`config.mk`:
```
export PLATFORM = sky130hd
export DESIGN_NAME = stream_mux_rr_flat
export DESIGN_NICKNAME = d
export VERILOG_FILES = /design/src/rtl/stream_mux_rr_if.sv /design/src/rtl/stream_mux_rr.sv /design/src/flat_wrapper.sv
export SDC_FILE = /design/constraint.sdc
export NUM_CORES = 1
export LEC_CHECK = 0
export CAP_MARGIN = 20
export CORE_UTILIZATION = 30
export CTS_CLUSTER_SIZE = 14
export DETAILED_ROUTE_END_ITERATION = 10
export PLACE_DENSITY = 0.73
export SLEW_MARGIN = 20
export SYNTH_ARGS = -nofsm -noshare
export SYNTH_HDL_FRONTEND = slang
export SYNTH_SLANG_ARGS = --single-unit
```
`constraint.sdc`:
```
create_clock -name clk -period 2.3 [get_ports clk]
set_input_delay 0.345 -clock clk [delete_from_list [all_inputs] [get_ports clk]]
set_output_delay 0.345 -clock clk [all_outputs]
set_load 0.05 [all_outputs]
```
`src/rtl/stream_mux_rr_if.sv`:
```
`default_nettype none
// ============================================================================
// Module      : stream_mux_rr_if
// Description : Bundle of the stream_mux_rr channel, control and output
//               signals. The "master" modport is the side that drives the
//               input channels and the output-side ready. The "slave" modport
//               is the multiplexer itself.
//   in_data   : NUM_IN*DATA_W packed words, channel i at [i*DATA_W +: DATA_W]
//   in_valid  : per-channel valid
//   in_ready  : per-channel accept, driven by the mux
//   sel, mode : fixed-select index and mode (0 fixed, 1 round-robin)
//   out_*     : registered output stream and source index
//   xfer_cnt  : accepted-input counter (zero unless the counter is built)
// Revision    : 1.0 - initial release
// ============================================================================
interface stream_mux_rr_if #(
  parameter int DATA_W = 32,
  parameter int NUM_IN = 4
);
  localparam int SEL_W = $clog2(NUM_IN);

  logic [NUM_IN*DATA_W-1:0] in_data;
  logic [NUM_IN-1:0]        in_valid;
  logic [NUM_IN-1:0]        in_ready;
  logic [SEL_W-1:0]         sel;
  logic                     mode;
  logic [DATA_W-1:0]        out_data;
  logic                     out_valid;
  logic                     out_ready;
  logic [SEL_W-1:0]         out_src;
  logic [31:0]              xfer_cnt;

  modport master (
    output in_data, in_valid, sel, mode, out_ready,
    input  in_ready, out_data, out_valid, out_src, xfer_cnt
  );

  modport slave (
    input  in_data, in_valid, sel, mode, out_ready,
    output in_ready, out_data, out_valid, out_src, xfer_cnt
  );
endinterface
`default_nettype wire

```
`src/rtl/stream_mux_rr.sv`:
```
`default_nettype none
// ============================================================================
// Module      : stream_mux_rr
// Description : NUM_IN-to-1 registered stream multiplexer with valid/ready
//               handshakes. mode=0 grants the channel named by sel; mode=1
//               arbitrates round-robin starting after the last granted
//               channel. The output is a one-entry register that can drain
//               and refill in the same cycle, so throughput is one word/cycle.
// Ports       :
//   clk  - rising-edge clock
//   rst  - synchronous active-high reset
//   bus  - stream_mux_rr_if.slave (channels, sel/mode, output, xfer_cnt)
// Parameters  : DATA_W (word width), NUM_IN (2..16 channels)
// Options     : define STREAM_MUX_XFER_CNT_EN to build the 32-bit wrapping
//               accepted-input counter on xfer_cnt; otherwise xfer_cnt is 0.
// Revision    : 1.0 - initial release
// ============================================================================
module stream_mux_rr #(
  parameter int DATA_W = 32,
  parameter int NUM_IN = 4
) (
  input  logic           clk,
  input  logic           rst,
  stream_mux_rr_if.slave bus
);
  localparam int SEL_W = $clog2(NUM_IN);
  // NUM_IN one bit wider than sel so out-of-range selects can be detected.
  localparam logic [SEL_W:0] NUM_IN_EXT = (SEL_W+1)'(NUM_IN);
  localparam logic [SEL_W-1:0] LAST_IDX = SEL_W'(NUM_IN - 1);

  // Unpacked view of the channel words
  logic [DATA_W-1:0] ch_data [NUM_IN];

  genvar gi;
  generate
    for (gi = 0; gi < NUM_IN; gi++) begin : g_unpack
      assign ch_data[gi] = bus.in_data[gi*DATA_W +: DATA_W];
    end
  endgenerate

  // State
  logic              out_valid_q, out_valid_d;
  logic [DATA_W-1:0] out_data_q,  out_data_d;
  logic [SEL_W-1:0]  out_src_q,   out_src_d;
  logic [SEL_W-1:0]  rr_last_q,   rr_last_d;

  // Arbitration
  logic              load_en;
  logic              sel_in_range;
  logic              fix_grant;
  logic              rr_hi_found;
  logic              rr_any_found;
  logic [SEL_W-1:0]  rr_hi_idx;
  logic [SEL_W-1:0]  rr_any_idx;
  logic [SEL_W-1:0]  rr_idx;
  logic              grant;
  logic [SEL_W-1:0]  grant_idx;
  logic [NUM_IN-1:0] in_ready_w;

  assign load_en      = !out_valid_q || bus.out_ready;
  assign sel_in_range = ({1'b0, bus.sel} < NUM_IN_EXT);
  assign fix_grant    = sel_in_range && bus.in_valid[bus.sel];

  // Round-robin scan split into two priority searches: the lowest valid
  // channel above rr_last, falling back to the lowest valid channel overall
  // (the wrap-around case). The descending loop leaves the lowest match.
  always_comb begin
    rr_hi_found  = 1'b0;
    rr_any_found = 1'b0;
    rr_hi_idx    = '0;
    rr_any_idx   = '0;
    for (int i = NUM_IN - 1; i >= 0; i--) begin
      if (bus.in_valid[i]) begin
        rr_any_found = 1'b1;
        rr_any_idx   = SEL_W'(i);
        if (SEL_W'(i) > rr_last_q) begin
          rr_hi_found = 1'b1;
          rr_hi_idx   = SEL_W'(i);
        end
      end
    end
  end

  assign rr_idx    = rr_hi_found ? rr_hi_idx : rr_any_idx;
  assign grant     = !rst && load_en && (bus.mode ? rr_any_found : fix_grant);
  assign grant_idx = bus.mode ? rr_idx : bus.sel;

  always_comb begin
    in_ready_w = '0;
    if (grant) begin
      in_ready_w[grant_idx] = 1'b1;
    end
  end

  // Next-state for the output register and round-robin pointer
  always_comb begin
    out_valid_d = out_valid_q;
    out_data_d  = out_data_q;
    out_src_d   = out_src_q;
    rr_last_d   = rr_last_q;
    if (load_en) begin
      // A load slot with nothing granted empties the buffer but keeps the
      // last word/source visible on the data lines.
      out_valid_d = grant;
      if (grant) begin
        out_data_d = ch_data[grant_idx];
        out_src_d  = grant_idx;
        if (bus.mode) begin
          rr_last_d = grant_idx;
        end
      end
    end
  end

  always_ff @(posedge clk) begin
    if (rst) begin
      out_valid_q <= 1'b0;
      out_data_q  <= '0;
      out_src_q   <= '0;
      rr_last_q   <= LAST_IDX;
    end else begin
      out_valid_q <= out_valid_d;
      out_data_q  <= out_data_d;
      out_src_q   <= out_src_d;
      rr_last_q   <= rr_last_d;
    end
  end

  assign bus.in_ready  = in_ready_w;
  assign bus.out_valid = out_valid_q;
  assign bus.out_data  = out_data_q;
  assign bus.out_src   = out_src_q;

`ifdef STREAM_MUX_XFER_CNT_EN
  // A grant always pairs in_ready with in_valid, so it marks an acceptance.
  logic [31:0] xfer_cnt_q;

  always_ff @(posedge clk) begin
    if (rst) begin
      xfer_cnt_q <= 32'h0;
    end else if (grant) begin
      xfer_cnt_q <= xfer_cnt_q + 32'h1;
    end
  end

  assign bus.xfer_cnt = xfer_cnt_q;
`else
  assign bus.xfer_cnt = 32'h0;
`endif

endmodule
`default_nettype wire

```
`src/flat_wrapper.sv`:
```
// flat-port wrapper written by rule: the top's interface ports become plain ports
module stream_mux_rr_flat 
#(
  parameter int DATA_W = 32,
  parameter int NUM_IN = 4
)
  (clk, rst, bus_in_data, bus_in_valid, bus_sel, bus_mode, bus_out_ready, bus_in_ready, bus_out_data, bus_out_valid, bus_out_src, bus_xfer_cnt);
  stream_mux_rr_if #(.DATA_W(DATA_W), .NUM_IN(NUM_IN)) bus_i ();
  input  logic clk;
  input  logic rst;
  input wire logic [$bits(bus_i.in_data)-1:0] bus_in_data;
  input wire logic [$bits(bus_i.in_valid)-1:0] bus_in_valid;
  input wire logic [$bits(bus_i.sel)-1:0] bus_sel;
  input wire logic [$bits(bus_i.mode)-1:0] bus_mode;
  input wire logic [$bits(bus_i.out_ready)-1:0] bus_out_ready;
  output wire logic [$bits(bus_i.in_ready)-1:0] bus_in_ready;
  output wire logic [$bits(bus_i.out_data)-1:0] bus_out_data;
  output wire logic [$bits(bus_i.out_valid)-1:0] bus_out_valid;
  output wire logic [$bits(bus_i.out_src)-1:0] bus_out_src;
  output wire logic [$bits(bus_i.xfer_cnt)-1:0] bus_xfer_cnt;
  assign bus_i.in_data = bus_in_data;
  assign bus_i.in_valid = bus_in_valid;
  assign bus_i.sel = bus_sel;
  assign bus_i.mode = bus_mode;
  assign bus_i.out_ready = bus_out_ready;
  assign bus_in_ready = bus_i.in_ready;
  assign bus_out_data = bus_i.out_data;
  assign bus_out_valid = bus_i.out_valid;
  assign bus_out_src = bus_i.out_src;
  assign bus_xfer_cnt = bus_i.xfer_cnt;
  stream_mux_rr #(.DATA_W(DATA_W), .NUM_IN(NUM_IN)) u_core (.clk(clk), .rst(rst), .bus(bus_i));
endmodule
```
Word level (Yosys, flattened, before mapping). Index checks and enable logic that the tools add are counted.

Order comparisons: 8. Multiplexer cells: 35. Bitwise operators: 1. Reductions and logical operators: 8.

Operator list (number): $bmux 32 s2 (1); $mux 32 (2); $mux 2 (14); $mux 1 (15); $lt 2x3->1 const B (2); $gt 1x2->1 const A (2); $gt 2x2->1 const A (2); $mux 4 (1); $ge 3x3->1 const B (1); $logic_and 1x1->1 (3); $not 2->3 (1); $reduce_and 3->1 (1); $bmux 1 s2 (1); $demux 1 s2 (1); $ge 2x1->1 const B (1); $logic_not 1->1 (2); $reduce_and 2->1 (1); $logic_or 1x1->1 (1).

Bits in registers: 37. Output and inout port bits: 71.

Longest topological paths before layout. Gate-level depths: netlist (run 1).

Depth after elaboration: 16. Depth in mapped cells: 8. Gate-level depth less buffers: 6.

Worst setup path before layout (run 1). OpenSTA, ideal clock, no wires.

Path type: reg2out. From: register u_core.rr_last_q[1]. To: output bus_in_ready[3]. Data arrival time: 1.863 ns. Path slack: 0.092 ns. Cell stages (with the launch flop): 8. Path buffers: 2. Path through: dfxtp_1 -> buf_2 -> nor2b_1 -> o21bai_1 -> a31oi_2 -> a32o_2 -> buf_2 -> and2_1.

Longest elaborated chain between the ends: 16.

Ends and longest elaborated chain: start: declaration (line stream_mux_rr.sv:45) `logic [SEL_W-1:0] rr_last_q, rr_last_d;`; start signal: assignment (line stream_mux_rr.sv:125) `rr_last_q <= rr_last_d;`; $gt 2x2->1 (line stream_mux_rr.sv:76) `if (SEL_W'(i) > rr_last_q) begin`; $mux 2 or $mux 1 (tied branches) (line stream_mux_rr.sv:76); $mux 2 or $mux 1 (tied branches) (line stream_mux_rr.sv:73) `if (bus.in_valid[i]) begin`; $mux 2 or $mux 1 (tied branches) (line stream_mux_rr.sv:76); $mux 2 or $mux 1 (tied branches) (line stream_mux_rr.sv:73); $mux 2 or $mux 1 (tied branches) (line stream_mux_rr.sv:76); $mux 2 or $mux 1 (tied branches) (line stream_mux_rr.sv:73); $mux 2 or $mux 1 (tied branches) (line stream_mux_rr.sv:76); $mux 2 or $mux 1 (tied branches) (line stream_mux_rr.sv:73); $mux 2 * (line stream_mux_rr.sv:84) `assign rr_idx = rr_hi_found ? rr_hi_idx : rr_any_idx;`; $mux 2 * (line stream_mux_rr.sv:86) `assign grant_idx = bus.mode ? rr_idx : bus.sel;`; $lt 2x3->1 (not written as such) or $ge 2x1->1 (tied branches) (line stream_mux_rr.sv:91) `in_ready_w[grant_idx] = 1'b1;`; $logic_and 1x1->1 (not written as such) (line stream_mux_rr.sv:91); $mux 1 (not written as such) (line stream_mux_rr.sv:91); $demux 1 s2 *; $mux 4 * (line stream_mux_rr.sv:90) `if (grant) begin`; end: declaration (line flat_wrapper.sv:16) `output wire logic [$bits(bus_i.in_ready)-1:0] bus_in_ready;`.

Every way passes the cells marked *; elsewhere a longest branch is shown, timed or not.

Worst setup path in the final report (run 1).
From: input bus_in_valid[3]. To: output bus_in_ready[1].

Longest elaborated chain between the ends: 14.

Ends and longest elaborated chain: start: declaration (line flat_wrapper.sv:12) `input wire logic [$bits(bus_i.in_valid)-1:0] bus_in_valid;`; $mux 2 or $mux 1 (tied branches) (line stream_mux_rr.sv:73); $mux 2 or $mux 1 (tied branches) (line stream_mux_rr.sv:76); $mux 2 or $mux 1 (tied branches) (line stream_mux_rr.sv:73); $mux 2 or $mux 1 (tied branches) (line stream_mux_rr.sv:76); $mux 2 or $mux 1 (tied branches) (line stream_mux_rr.sv:73); $mux 2 or $mux 1 (tied branches) (line stream_mux_rr.sv:76); $mux 2 or $mux 1 (tied branches) (line stream_mux_rr.sv:73); $mux 2 (line stream_mux_rr.sv:84); $mux 2 (line stream_mux_rr.sv:86); $lt 2x3->1 (not written as such) or $ge 2x1->1 (tied branches) (line stream_mux_rr.sv:91); $logic_and 1x1->1 (not written as such) (line stream_mux_rr.sv:91); $mux 1 (not written as such) (line stream_mux_rr.sv:91); $demux 1 s2; $mux 4 * (line stream_mux_rr.sv:90).

Every way passes the cells marked *; elsewhere a longest branch is shown, timed or not. The select of a mux whose other input is x is not followed.

==> qor.yml, run 1 <==
run_status: "completed"
drt_pre_antenna_iters: 4
critical_path_required_ps: 1960
antenna_found_initial: 0
dpl_worst_slack_ps: -247.5
grt_setup_unrepaired: "false"
routed_wl_mm: 9.701
met3RoutedLength_um: 733
multi_input_area_um2: 1763
dpl_hpwl_mm: 7.548
ff_latch_area_um2: 744.5
cp_cell_sequence: "clkdlybuf4s15_1, nand3b_1, o21ai_1, a211o_1, a32o_2, and2_1, buf_12"
total_leakage_power_nw: 1.940
crit_type: "in -> out"
yosysWarningCount: 0
final.fill_count: 821
gp_routability_congestion: 0.8844
area_delta_synth_final_pct: 77.59
setup_viol_count_final: 0
drive_above_1_share: 0.1711
cts_inserted_buffers: 5
tns_ps: 0
grt_pass1_wl_mm: 15.06
worstHoldStart: "u_core.bus.out_src[0]"
floorplan.die.height_um: 97.59
clock_tree.buffer_depth: 2
via_count: 3248
worst_slew_margin_rel: 0.6475
drc: 0
drv_cap: 0
clock_skew_ps: 8.451
slew_viol_final: 0
slowest_stage: "sky130_fd_sc_hd__a211o_1"
first_global_vias: 3182
crit-reg2reg-launch: "u_core.rr_last_q[1]"
clk-insertion-delay-late_ps: 290
pwr_density_cell_nw_per_um2: 586.5
cts_sinks: 37
synth.ff_latch_count: 37
holdCritPathClass: "reg -> reg"
setup.worst_path.start: "bus_in_valid[3]"
max_freq_ghz: 0.4513
synth_cells: 333
nNetsFinal: 664
buffer_ports.inserted: 176
cts_tree: "built"
synth_cell_types: 38
worst_path_buffer_plus_inverter_count: 2
clk_root_buffer_cell: "sky130_fd_sc_hd__clkbuf_8"
netlist.area_leader.share: 0.2702
core.rowCount: 34
worst-slew-pin-transition_ps: 527.2
core-area_um2: 8763
synth.top_cells.by_area: "sky130_fd_sc_hd__dfxtp_1 27%, sky130_fd_sc_hd__a221oi_2 16%, sky130_fd_sc_hd__a21oi_1 11%"
die_area_um2: 9524
grt_start_max_net_pins: 36
ctsHtreeMaxLevel: 2
post-route-min-period_ps: 2216
layout_worst_path_cycle_share: 0.9635
timing.critical_path.arrival_ps: 1870
timing_hold_violations_final: 0
detailroute.wirelength.met2_mm: 5.022
synth_area_um2: 2741
ios: 209
drt-met1-wl_mm: 3.817
postLayoutCellArea_um2: 4868
top_layer_used: "met4"
worst-path-max-fanout: 8
vdd_drop_max_mv: 0.3869
synth.yosys.seq_area_share: 0.2702
final_antenna_net_count: 0
clk_pin_slew_worst_paths_ps: 70
path_delay_family: "compound AO/OA/AOI/OAI gates"
cp_slowest_stage_delay_ps: 360
routedWlPerCell_um: 15.30
place_area_um2: 4733
worstSetupEndpointType: "output pin"
initial_utilization: 0.3128
syn-mean-instance-area_um2: 8.232
groute.usage.overall: 0.1926
layout_setup_ws_ps: 84.04
grt_overflow_total: 0
antenna_diode_count: 0
start_kind: "primary input"
dieWidth_um: 97.59
detail_route.vias_per_cell: 5.123
initial_drc_count: 139
synth_area_leader_cell: "sky130_fd_sc_hd__dfxtp_1"
==> sequential cells by signal (all words and copies together), names as in the netlist <==
name and flops:
u_core.bus.out_data 32, u_core.bus.out_src 2, u_core.bus.out_valid 1, u_core.rr_last_q 2
==> where the power goes <==
part	leakage [nW]	internal, mW	switching, mW	total [mW]
clock network	0.0540	0.316	0.245	0.560
registers	0.310	0.740	0.0572	0.797
logic	1.58	0.621	0.877	1.50
==> per-layer routing <==
metal / global-route usage / vias up
li1: - / 1577
met4: 0.04186 / 0
met3: 0.04964 / 14
met2: 0.3631 / 164
met1: 0.2145 / 1493
met5: 0 / -
==> cell families (layout without fill, tap and decap cells) <==
| kind of cell | count (synthesis) | in the layout | share of synthesized area |
|---|---|---|---|
| mux | 3 | 3 | 0.01095 |
| flops | 37 | 37 | 0.2702 |
| other cells | 1 | 32 | 0.001368 |
| buf+inv | 59 | 221 | 0.1392 |
| compound gates | 148 | 148 | 0.4336 |
| simple gates | 85 | 85 | 0.1447 |
==> final timing paths <==
check | end | slack (ps) | cells past startpoint
worst max register to register | u_core.bus.out_data[16] | 240 | 8
worst min-delay path | u_core.bus.out_src[0] | 470 | 2
worst max-delay path | bus_in_ready[1] | 80 | 7
worst min register to register | u_core.bus.out_src[0] | 470 | 2
==> layout by cell type, fill, tap and decap left out, drive strengths merged <==
master         count
nand2b             1
nor2b              5
inv                2
and2               4
dlymetal6s2s       1
nor3               4
nand2             60
o21bai             2
clkdlybuf4s15      1
a211o              1
clkdlybuf4s50    165
nor2               5
a221oi            32
mux2i              3
nor3b              1
a22o               1
dfxtp             37
nand3b             2
buf               39
and3               2
a21oi             61
a31o               1
a32o               2
conb              32
a211oi             3
or2                1
o21ai              9
clkbuf             5
a31oi              1
o221ai             1
clkinv             2
o211ai             1
dlygate4sd2        5
o31ai              1
a22oi             32
bufinv             1
==> cells in the mapped netlist <==
cell type	count
sky130_fd_sc_hd__and3_1	2
sky130_fd_sc_hd__nor2b_1	5
sky130_fd_sc_hd__nor3_2	1
sky130_fd_sc_hd__nand2b_1	1
sky130_fd_sc_hd__and2_1	4
sky130_fd_sc_hd__a211o_1	1
sky130_fd_sc_hd__a221oi_1	3
sky130_fd_sc_hd__nor3b_2	1
sky130_fd_sc_hd__o21bai_1	2
sky130_fd_sc_hd__a31oi_2	1
sky130_fd_sc_hd__a22o_1	1
sky130_fd_sc_hd__inv_1	2
sky130_fd_sc_hd__a211oi_1	3
sky130_fd_sc_hd__clkinv_1	1
sky130_fd_sc_hd__buf_2	11
sky130_fd_sc_hd__o21ai_1	1
sky130_fd_sc_hd__o31ai_4	1
sky130_fd_sc_hd__a221oi_2	29
sky130_fd_sc_hd__o221ai_1	1
sky130_fd_sc_hd__buf_4	33
sky130_fd_sc_hd__nor3_1	2
sky130_fd_sc_hd__or2_1	1
sky130_fd_sc_hd__mux2i_1	3
sky130_fd_sc_hd__a31o_2	1
sky130_fd_sc_hd__nor3_4	1
sky130_fd_sc_hd__a32o_2	2
sky130_fd_sc_hd__nand3b_1	2
sky130_fd_sc_hd__a22oi_1	32
sky130_fd_sc_hd__a21oi_1	61
sky130_fd_sc_hd__clkbuf_1	9
sky130_fd_sc_hd__buf_6	3
sky130_fd_sc_hd__o211ai_1	1
sky130_fd_sc_hd__conb_1	1
sky130_fd_sc_hd__nor2_1	5
sky130_fd_sc_hd__o21ai_0	8
sky130_fd_sc_hd__nand2_1	59
sky130_fd_sc_hd__nand2_4	1
sky130_fd_sc_hd__dfxtp_1	37
==> metrics by stage <==
stage	hold slack, ps	power (mW)	util	cells
floorplan	414.1	1.709	-	364
global placement	442.1	2.282	0.5401	625
detailed placement	464.2	2.303	0.5401	625
CTS	475.5	2.875	0.5548	634
global route	502.6	2.981	0.5555	634
finish	469.5	2.855	0.5555	634
==> area by class of cell <==
cell class / instances / area share
clock inverters: 2 / 0.007196
repair buffers: 211 / 0.4336
inverters: 3 / 0.002313
clock buffers: 5 / 0.01414
flip-flops and latches: 37 / 0.1529
well taps: 108 / 0.02776
multi-input cells: 268 / 0.3621
==> worst reg2reg max path, cell delays in order, from the launching register on <==
cell and delay (ps):
sky130_fd_sc_hd__dfxtp_4 380, sky130_fd_sc_hd__nand3b_1 90, sky130_fd_sc_hd__o21ai_1 80, sky130_fd_sc_hd__a211o_1 360
sky130_fd_sc_hd__a32o_2 280, sky130_fd_sc_hd__buf_4 150, sky130_fd_sc_hd__buf_4 210, sky130_fd_sc_hd__a221oi_2 300
sky130_fd_sc_hd__a21oi_1 100
==> timing repair <==
action	4_1_cts	5_1_grt
hold buffers	0	0
resized for setup	11	3
cloned	0	0
setup buffers	2	0
setup endpoints to repair	4	4
endpoints found under the hold margin	0	0
pin swaps	7	2
Note: power is estimated with default switching activity, not from simulation.
==> run 2: changes to the inputs <==
--- a/config.mk
+++ b/config.mk
@@ -6,10 +6,10 @@
 export NUM_CORES = 1
 export LEC_CHECK = 0
 export CAP_MARGIN = 20
-export CORE_UTILIZATION = 30
+export CORE_UTILIZATION = 34
 export CTS_CLUSTER_SIZE = 14
 export DETAILED_ROUTE_END_ITERATION = 10
-export PLACE_DENSITY = 0.73
+export PLACE_DENSITY = 0.81
 export SLEW_MARGIN = 20
 export SYNTH_ARGS = -nofsm -noshare
 export SYNTH_HDL_FRONTEND = slang
==> qor.yml, run 2 (synthesis gave the netlist of run 1 again) <==
routedWlPerCell_um: 15.64  # +2.2%
dpl_hpwl_mm: 7.632  # +1.1%
slew_viol_final: 0  # unchanged
antenna_diode_count: 0  # unchanged
grt_setup_unrepaired: "false"
cts_hold_buf: 0  # unchanged
pwr_density_cell_nw_per_um2: 565.0  # -3.7%
setup.worst_path.start: "bus_in_valid[3]"
final_antenna_net_count: 0  # unchanged
run_status: "completed"
cts_sinks: 37  # unchanged
core-area_um2: 7767  # -11%
most-common-layout-cells: "165 x sky130_fd_sc_hd__clkdlybuf4s50_1, 61 x sky130_fd_sc_hd__a21oi_1, 59 x sky130_fd_sc_hd__nand2_1, 36 x sky130_fd_sc_hd__dfxtp_1, 34 x sky130_fd_sc_hd__buf_4"
cts_inserted_buffers: 5  # unchanged
grt_overflow_total: 0  # unchanged
dieWidth_um: 91.80  # -5.9%
commonest_non_fill_non_tap_cell_in_the_layout: "sky130_fd_sc_hd__clkdlybuf4s50_1"
post_layout_power_mw: 2.770  # -3.0%
setup_viol_count_final: 0  # unchanged
initial_utilization: 0.3529  # +0.04011
initial_drc_count: 119  # -14%
worst_slew_margin_rel: 0.6198  # -0.02768
postLayoutCellArea_um2: 4902  # +0.69%
die_area_um2: 8426  # -12%
clk_pin_slew_worst_paths_ps: 70  # about the same
nNetsFinal: 669  # +0.75%
place_area_um2: 4751  # +0.37%
drive_above_1_share: 0.1767  # +0.005589
flip_flop_count_of_the_largest_register_all_copies_and_words_added: 32  # unchanged
grt_pass1_wl_mm: 15.78  # +4.8%
post-route-min-period_ps: 2211  # -5.075 ps
grt_start_max_net_pins: 36  # unchanged
cp_slowest_stage_delay_ps: 310  # -50 ps
antenna_found_initial: 0  # unchanged
holdCritPathClass: "reg -> reg"
routed_wl_mm: 9.915  # +2.2%
groute.usage.overall: 0.2325  # +0.03989
final.fill_count: 664  # -19%
core.rowCount: 32  # -5.9%
area_delta_synth_final_pct: 78.82
worst-slew-pin-transition_ps: 568.5  # +41.40 ps
clock_tree.buffer_depth: 2  # unchanged
worstSetupEndpointType: "output pin"
start_kind: "primary input"
via_count: 3295  # +1.4%
first_global_vias: 3278  # +3.0%
timing_hold_violations_final: 0  # unchanged
drv_cap: 0  # unchanged
buffer_ports.inserted: 176  # unchanged
crit-reg2reg-launch: "u_core.rr_last_q[1]"
layout_setup_ws_ps: 89.11  # +5.075 ps
vdd_drop_max_mv: 0.3498  # -9.6%
floorplan.die.height_um: 91.80  # -5.9%
slowest_stage: "sky130_fd_sc_hd__dlygate4sd2_1"
drc: 0  # unchanged
drt_pre_antenna_iters: 4  # unchanged
cp_cell_sequence: "dlygate4sd2_1, nor2b_1, o21bai_1, a31oi_2, buf_4, o31ai_4, and2_4, buf_12"
crit_type: "in -> out"
clk_root_buffer_cell: "sky130_fd_sc_hd__clkbuf_8"
ctsHtreeMaxLevel: 2  # unchanged
timing.critical_path.arrival_ps: 1870  # about the same
critical_path_required_ps: 1960  # about the same
worst-path-max-fanout: 8  # unchanged
dpl_worst_slack_ps: -262.8  # -15.29 ps
cts_tree: "built"
layout_worst_path_cycle_share: 0.9613  # -0.002206
worstHoldStart: "u_core.bus.out_src[0]"
clk-insertion-delay-late_ps: 280  # about the same
detail_route.vias_per_cell: 5.197  # +1.4%
max_freq_ghz: 0.4523  # +0.23%
gp_routability_congestion: 0.8644  # -2.3%
ios: 209  # unchanged
total_leakage_power_nw: 1.978  # +2.0%
final_core_util: 0.6311  # +0.07558
clock_skew_ps: 8.717  # +0.2661 ps
## run 2: cell types whose count changed in the layout (fill, tap and decap cells not counted), moves of 2 or more
cell                             before  now
sky130_fd_sc_hd__and2_4               1    3
sky130_fd_sc_hd__buf_12               8   10
sky130_fd_sc_hd__clkbuf_1             0    3
sky130_fd_sc_hd__and2_1               3    1
sky130_fd_sc_hd__dlymetal6s2s_1       1    3
sky130_fd_sc_hd__buf_4               31   34
## run 2: final cells by class
| class | count | area (um^2) | area share |
|---|---|---|---|
| Timing Repair Buffer | 216 | 2180 | 0.4446 |
| Multi-Input combinational cell | 268 | 1762 | 0.3594 |
| Sequential cell | 37 | 742.0 | 0.1514 |
| Tap cell | 102 | 127.6 | 0.02603 |
| Clock buffer | 8 | 80.08 | 0.01633 |
| Inverter | 3 | 11.26 | 0.002297 |
## run 2: report_power, final
group / switching [mW] / internal [mW] / total (mW)
logic: 0.886 / 0.643 / 1.53
registers: 0.0554 / 0.740 / 0.796
clock network: 0.229 / 0.216 / 0.445
total: 1.17 / 1.60 / 2.77
## run 2: timing repair
action / CTS / global route
resized for setup: 9 / 4
pin swaps: 5 / 3
setup buffers: 3 / 4
setup endpoints to repair: 4 / 23
## run 2: path summary, 6_finish.rpt
path / to / slack, ps / cells after the start
min reg2reg: u_core.bus.out_src[0] / 470 / 2
max: bus_in_ready[2] / 90 / 8
max reg2reg: u_core.bus.out_data[30] / 240 / 7
min: u_core.bus.out_src[0] / 470 / 2
## run 2: per-stage QoR
| step | hold slack, ps | setup TNS (ps) | cells |
|---|---|---|---|
| 4_1_cts | 464.2 | 0 | 630 |
| 2_1_floorplan | 414.1 | 0 | 364 |
| 5_1_grt | 521.5 | 0 | 634 |
| 3_5_place_dp | 454.7 | -7410 | 619 |
| 3_3_place_gp | 444.9 | -5680 | 619 |
| 6_report | 466.6 | 0 | 634 |
## run 2: metal layers
layer | up-vias | part of all wire | GRT usage
met5 | - | 0 | 0
met4 | 0 | 0.016 | 0.06250
met3 | 14 | 0.086 | 0.06302
met2 | 157 | 0.51 | 0.4373
met1 | 1536 | 0.38 | 0.2548
li1 | 1588 | - | -
## run 2: critical path, delay by kind of cell
family / cells / cell delay, ps
buffers and inverters: 3 / 600
AO/OA/AOI/OAI: 3 / 550
AND/OR/NAND/NOR: 2 / 350
